## config.mk

```make
export PLATFORM = sky130hd
export DESIGN_NAME = cmd_ram_ctrl_flat
export DESIGN_NICKNAME = d
export VERILOG_FILES = /design/src/rtl/cmd_ram_ctrl_if.sv /design/src/rtl/cmd_ram_ctrl.sv /design/src/flat_wrapper.sv
export SDC_FILE = /design/constraint.sdc
export NUM_CORES = 2
export LEC_CHECK = 0
export ABC_AREA = 1
export BUFFER_PORTS_ARGS = -buffer_cell sky130_fd_sc_hd__buf_2
export CELL_PAD_IN_SITES_DETAIL_PLACEMENT = 0
export CELL_PAD_IN_SITES_GLOBAL_PLACEMENT = 1
export CORE_MARGIN = 3
export CORE_UTILIZATION = 35
export CTS_BUF_LIST = sky130_fd_sc_hd__clkbuf_8 sky130_fd_sc_hd__clkbuf_16
export DETAILED_ROUTE_END_ITERATION = 10
export MAX_ROUTING_LAYER = met4
export PLACE_DENSITY_LB_ADDON = 0.1
export SYNTH_ARGS = -nofsm -noshare
export SYNTH_HDL_FRONTEND = slang
export SYNTH_SLANG_ARGS = --single-unit
```

## constraint.sdc

```tcl
create_clock -name clk -period 21.3 [get_ports clk]
set_input_delay 4.26 -clock clk [delete_from_list [all_inputs] [get_ports clk]]
set_output_delay 4.26 -clock clk [all_outputs]
set_load 0.01 [all_outputs]
```

## src/rtl/cmd_ram_ctrl_if.sv

```systemverilog
// Command/response bundle between the SPI slave deserialiser/serialiser and the RAM controller.
// The master drives commands; the slave (the controller) returns read data and its busy flag.
interface cmd_ram_ctrl_if #(
  parameter int unsigned PAYLOAD_W  = 8,
  parameter int unsigned DATA_WIDTH = 8
);
  logic [PAYLOAD_W+1:0]  din;
  logic                  rx_valid;
  logic [DATA_WIDTH-1:0] dout;
  logic                  tx_valid;
  logic                  busy;

  modport master (
    output din,
    output rx_valid,
    input  dout,
    input  tx_valid,
    input  busy
  );

  modport slave (
    input  din,
    input  rx_valid,
    output dout,
    output tx_valid,
    output busy
  );
endinterface

```

## src/rtl/cmd_ram_ctrl.sv

```systemverilog
// Command-driven single-port RAM with independent read/write pointers, optional auto-increment
// and a post-reset sweep that zeroes every word before commands are accepted.
module cmd_ram_ctrl #(
  parameter int unsigned MEM_DEPTH  = 256,
  parameter int unsigned ADDR_SIZE  = 8,
  parameter int unsigned DATA_WIDTH = 8,
  parameter int unsigned PAYLOAD_W  = 8,
  parameter bit          AUTO_INC   = 1'b1
) (
  input logic             clk,
  input logic             rst,
  cmd_ram_ctrl_if.slave   bus
);

  typedef enum logic [1:0] {
    CmdWrAddr = 2'b00,
    CmdWrData = 2'b01,
    CmdRdAddr = 2'b10,
    CmdRdData = 2'b11
  } cmd_e;

  typedef enum logic {StClear, StIdle} state_e;

  localparam logic [ADDR_SIZE-1:0] LastAddr = ADDR_SIZE'(MEM_DEPTH - 1);
  localparam logic [ADDR_SIZE-1:0] AddrOne  = ADDR_SIZE'(1);

  logic [DATA_WIDTH-1:0] mem_q [MEM_DEPTH];

  state_e                state_q, state_d;
  logic [ADDR_SIZE-1:0]  wr_ptr_q, wr_ptr_d;
  logic [ADDR_SIZE-1:0]  rd_ptr_q, rd_ptr_d;
  logic [ADDR_SIZE-1:0]  clr_ptr_q, clr_ptr_d;
  logic [DATA_WIDTH-1:0] dout_q, dout_d;
  logic                  tx_valid_q, tx_valid_d;

  logic                  mem_we;
  logic [ADDR_SIZE-1:0]  mem_addr;
  logic [DATA_WIDTH-1:0] mem_wdata;

  cmd_e                  cmd;
  logic [PAYLOAD_W-1:0]  payload;

  assign cmd     = cmd_e'(bus.din[PAYLOAD_W+1:PAYLOAD_W]);
  assign payload = bus.din[PAYLOAD_W-1:0];

  always_comb begin
    state_d    = state_q;
    wr_ptr_d   = wr_ptr_q;
    rd_ptr_d   = rd_ptr_q;
    clr_ptr_d  = clr_ptr_q;
    dout_d     = dout_q;
    tx_valid_d = 1'b0;
    mem_we     = 1'b0;
    mem_addr   = wr_ptr_q;
    mem_wdata  = '0;

    unique case (state_q)
      StClear: begin
        mem_we    = 1'b1;
        mem_addr  = clr_ptr_q;
        clr_ptr_d = clr_ptr_q + AddrOne;
        if (clr_ptr_q == LastAddr) begin
          state_d = StIdle;
        end
      end
      StIdle: begin
        if (bus.rx_valid) begin
          unique case (cmd)
            CmdWrAddr: wr_ptr_d = payload[ADDR_SIZE-1:0];
            CmdWrData: begin
              mem_we    = 1'b1;
              mem_wdata = payload[DATA_WIDTH-1:0];
              if (AUTO_INC) wr_ptr_d = wr_ptr_q + AddrOne;
            end
            CmdRdAddr: rd_ptr_d = payload[ADDR_SIZE-1:0];
            CmdRdData: begin
              // Array read sees the pre-edge contents, so a write accepted in the
              // following cycle cannot leak into this read.
              dout_d     = mem_q[rd_ptr_q];
              tx_valid_d = 1'b1;
              if (AUTO_INC) rd_ptr_d = rd_ptr_q + AddrOne;
            end
            default: ;
          endcase
        end
      end
      default: state_d = StClear;
    endcase
  end

  always_ff @(posedge clk) begin
    if (rst) begin
      state_q    <= StClear;
      wr_ptr_q   <= '0;
      rd_ptr_q   <= '0;
      clr_ptr_q  <= '0;
      dout_q     <= '0;
      tx_valid_q <= 1'b0;
    end else begin
      state_q    <= state_d;
      wr_ptr_q   <= wr_ptr_d;
      rd_ptr_q   <= rd_ptr_d;
      clr_ptr_q  <= clr_ptr_d;
      dout_q     <= dout_d;
      tx_valid_q <= tx_valid_d;
    end
  end

  // No reset on the array: the sweep is the only initialisation it gets.
  always_ff @(posedge clk) begin
    if (!rst && mem_we) begin
      mem_q[mem_addr] <= mem_wdata;
    end
  end

  assign bus.dout     = dout_q;
  assign bus.tx_valid = tx_valid_q;
  assign bus.busy     = (state_q == StClear);

endmodule
```

## src/flat_wrapper.sv

```systemverilog
// flat-port wrapper written by rule: the top's interface ports become plain ports
module cmd_ram_ctrl_flat 
#(
  parameter int unsigned MEM_DEPTH  = 256,
  parameter int unsigned ADDR_SIZE  = 8,
  parameter int unsigned DATA_WIDTH = 8,
  parameter int unsigned PAYLOAD_W  = 8,
  parameter bit          AUTO_INC   = 1'b1
)
  (clk, rst, bus_din, bus_rx_valid, bus_dout, bus_tx_valid, bus_busy);
  cmd_ram_ctrl_if #(.PAYLOAD_W(PAYLOAD_W), .DATA_WIDTH(DATA_WIDTH)) bus_i ();
  input logic clk;
  input logic rst;
  input wire logic [$bits(bus_i.din)-1:0] bus_din;
  input wire logic [$bits(bus_i.rx_valid)-1:0] bus_rx_valid;
  output wire logic [$bits(bus_i.dout)-1:0] bus_dout;
  output wire logic [$bits(bus_i.tx_valid)-1:0] bus_tx_valid;
  output wire logic [$bits(bus_i.busy)-1:0] bus_busy;
  assign bus_i.din = bus_din;
  assign bus_i.rx_valid = bus_rx_valid;
  assign bus_dout = bus_i.dout;
  assign bus_tx_valid = bus_i.tx_valid;
  assign bus_busy = bus_i.busy;
  cmd_ram_ctrl #(.MEM_DEPTH(MEM_DEPTH), .ADDR_SIZE(ADDR_SIZE), .DATA_WIDTH(DATA_WIDTH), .PAYLOAD_W(PAYLOAD_W), .AUTO_INC(AUTO_INC)) u_core (.clk(clk), .rst(rst), .bus(bus_i));
endmodule
```

==> run summary <==
Status = finished, final reports clean
Power Density = 83.5 nW/um^2
Crit. End Element = flop
Via Count = 57429
GRT Resource Usage Total = 22.2%
Clk buf depth = 3
Worst Path Buf+Inv = 6
CTS buffer count = 228
Placed cell count = 10909
Worst-Skew Late Latency = 0.86 ns
Syn avg cell area = 11.1 um^2
Top Ports = 23
First DRT Iteration DRCs = 4756
Worst slew pin tran = 1.20 ns
Mapped Cells = 7943
TNS Setup = 0 ns
Final Hold Viols = 0
Post-DR vias/cell = 5.07
Critical Path RT = 21.80 ns
Leak = 0.0381 uW
Synth Flop Type = edfxtp_1
Nets = 7825
Reg2Reg Launch Point = u_core.rd_ptr_q[0]
Clk_skew = 0.0336 ns
Netlist cell types = 33
# port buffers = 22
Post-route ant nets = 0
Hold path cells = 2
Min-Delay Startpoint = u_core.clr_ptr_q[1]
Post-CTS Setup Inserts = 0
Period minus WS final = 7.81 ns
Worst-path cell chain = buf_2, inv_2, nor2_2, inv_1, nor2_4, buf_4, buf_12, buf_4
Initial Utilization = 35.3%
Worst hold path type = flop to flop
Drt pass-1 iters = 6
Clock sink count = 2082
Clock transition at path regs = 0.06 ns
CP dominant cell by count = buf_4
Slew margin rel. = 19.9%
Crit path max-delay family = buffers and inverters
Design area = 98300 um^2
Grt ovf = 0
Peak VDD IR = 0.0710 mV
Core ar. = 250000 um^2
Worst reg2reg path depth = 17
Die span in x = 508 um
Die height = 508 um
# rows = 183
Tcrit/Tclk final = 36.7%
Post-synth ARST share = 0%
Layout cells sized above 1 = 8.15%
Cts hold-fix bufs = 0
Max-cap violations = 0
Largest net degree at the start of global routing = 185
R2R setup slack = 14.31 ns
Crit path max fanout = 116
Avg WL per Cell = 24.9 um
CTS tree = built
Register bit total from synthesis = 2082
Worst Path Arrival = 8.31 ns
Critical path's slowest cell = nor2_4
Final HPWL DP = 159 mm
Max Transition Viols Final = 0
Max Fclk = 128 MHz
Syn nets = 7959
Reg-to-reg endpoint = u_core.bus.dout[6]
Register area share after synthesis = 70.5%
Setup violations, final = 0
Initial antenna violation count = 12
P&R area growth vs syn = 11.4%
DP Area = 91300 um^2
Finished Layout Cells = 11334
Critical Path Max Stage Delay = 0.89 ns
RSZ-0062 raised after global routing = false
Clock root cell = clkbuf_16
Cell area after synthesis = 88200 um^2
Worst hold margin = 0.485 ns
Routed WL = 282 mm
Ys Warns = 0
CTS H-Tree Depth = 4
Post-cts resize count = 0
GPL Wtd Cong = 0.822
First-pass GRT wire length = 407 mm
CP Launch Type = primary input
Residual DRC = 0
Hold Crit Endpoint = u_core.clr_ptr_q[1]
Post-synth EDFFs = 2048
WS Path Type = primary input to flop
Die ar. = 258000 um^2
Vias in the first global route = 57126
power breakdown:
| part | switching (uW) | internal, uW | leakage (uW) |
|---|---|---|---|
| Combinational | 33.1 | 5.81 | 0.0110 |
| Sequential | 1.03 | 4430 | 0.0234 |
| Clock | 1630 | 2100 | 0.00367 |
metrics by stage:
step	setup slack (ns)	total power (uW)	util, %
3_3_place_gp	12.48	4560	36.6
4_1_cts	13.35	8300	39.4
2_1_floorplan	4.84	4530	-
6_report	13.49	8200	39.4
3_5_place_dp	12.45	4560	36.6
5_1_grt	13.16	8470	39.4
cells by family after synthesis:
kind of cell / synth area share (%)
xor gates and xnor gates: 0.0397
AOI/OAI and AO/OA: 4.10
and+or+nand+nor: 19.3
adders and majority gates: 0.0426
buffers and inverters: 5.99
DFF: 70.5
cells in the mapped netlist (3+ instances only):
| cell | instances | area share [%] |
|---|---|---|
| nand2_1 | 1459 | 6.2 |
| nand3_1 | 1362 | 7.7 |
| edfxtp_1 | 2048 | 70 |
| buf_2 | 193 | 1.1 |
| a221oi_1 | 4 | 0.040 |
| ha_1 | 3 | 0.043 |
| o211ai_2 | 45 | 0.64 |
| buf_1 | 89 | 0.38 |
| or2_2 | 137 | 0.97 |
| buf_4 | 36 | 0.31 |
| a21oi_1 | 24 | 0.14 |
| nor3_1 | 11 | 0.062 |
| o22ai_1 | 4 | 0.028 |
| inv_1 | 777 | 3.3 |
| clkbuf_1 | 158 | 0.67 |
| dfxtp_1 | 34 | 0.77 |
| inv_2 | 5 | 0.021 |
| o211ai_1 | 124 | 1.1 |
| xor2_1 | 4 | 0.040 |
| buf_6 | 16 | 0.20 |
| o21ai_0 | 383 | 2.2 |
| nor2_1 | 1015 | 4.3 |
worst min-delay path: stages (launching register included):
cell and delay [ns]:
dfxtp_1 0.33, inv_1 0.05, a21oi_1 0.05
state kept, by name, summed over array words and instances (netlist names):
signal and count:
u_core.bus.dout 8, u_core.bus.tx_valid 1, u_core.clr_ptr_q 8, u_core.mem_q 2048
u_core.rd_ptr_q 8, u_core.state_q 1, u_core.wr_ptr_q 8
worst max path at each step:
stage	from	to	cells past startpoint
2_1_floorplan	bus_din[8]	u_core.mem_q[0][1]	5
5_1_grt	bus_din[8]	u_core.mem_q[84][3]	8
3_5_place_dp	bus_din[8]	u_core.mem_q[66][3]	8
6_report	bus_din[8]	u_core.mem_q[84][3]	8
4_1_cts	bus_din[8]	u_core.mem_q[84][3]	8
3_3_place_gp	bus_din[8]	u_core.mem_q[66][3]	8
routing by layer:
| metal | GRT usage [%] | vias to the layer above | part of all wire (%) |
|---|---|---|---|
| li1 | - | 26863 | - |
| met1 | 30.6 | 28878 | 46 |
| met2 | 35.1 | 1358 | 47 |
| met3 | 2.51 | 330 | 4.4 |
| met4 | 5.43 | 0 | 2.3 |
| met5 | - | - | 0 |
cell type report:
type | count | area (um^2)
Tap cell | 3330 | 4170
Clock inverter | 187 | 1130
Inverter | 784 | 2970
Clock buffer | 235 | 5880
Timing Repair Buffer | 128 | 1070
Fill cell | 24310 | 151000
Multi-Input combinational cell | 4585 | 20800
Antenna cell | 3 | 7.51
Sequential cell | 2082 | 62200
cells in the final DEF (no fill, tap or decap), types with 5 or more instances in the layout:
| cell | count |
|---|---|
| o21ai_0 | 383 |
| clkbuf_16 | 235 |
| nor2_1 | 1011 |
| dfxtp_4 | 5 |
| nor3_1 | 7 |
| dfxtp_1 | 28 |
| buf_12 | 13 |
| nand2_1 | 1443 |
| clkinv_1 | 64 |
| buf_2 | 22 |
| bufinv_16 | 10 |
| or2_2 | 137 |
| clkinv_2 | 46 |
| o211ai_1 | 124 |
| inv_1 | 833 |
| nand3_1 | 1362 |
| edfxtp_1 | 2048 |
| o211ai_2 | 45 |
| buf_4 | 93 |
| nand2_2 | 14 |
| a21oi_1 | 24 |
| nor3_2 | 5 |
(Power assumes the default switching activity.)
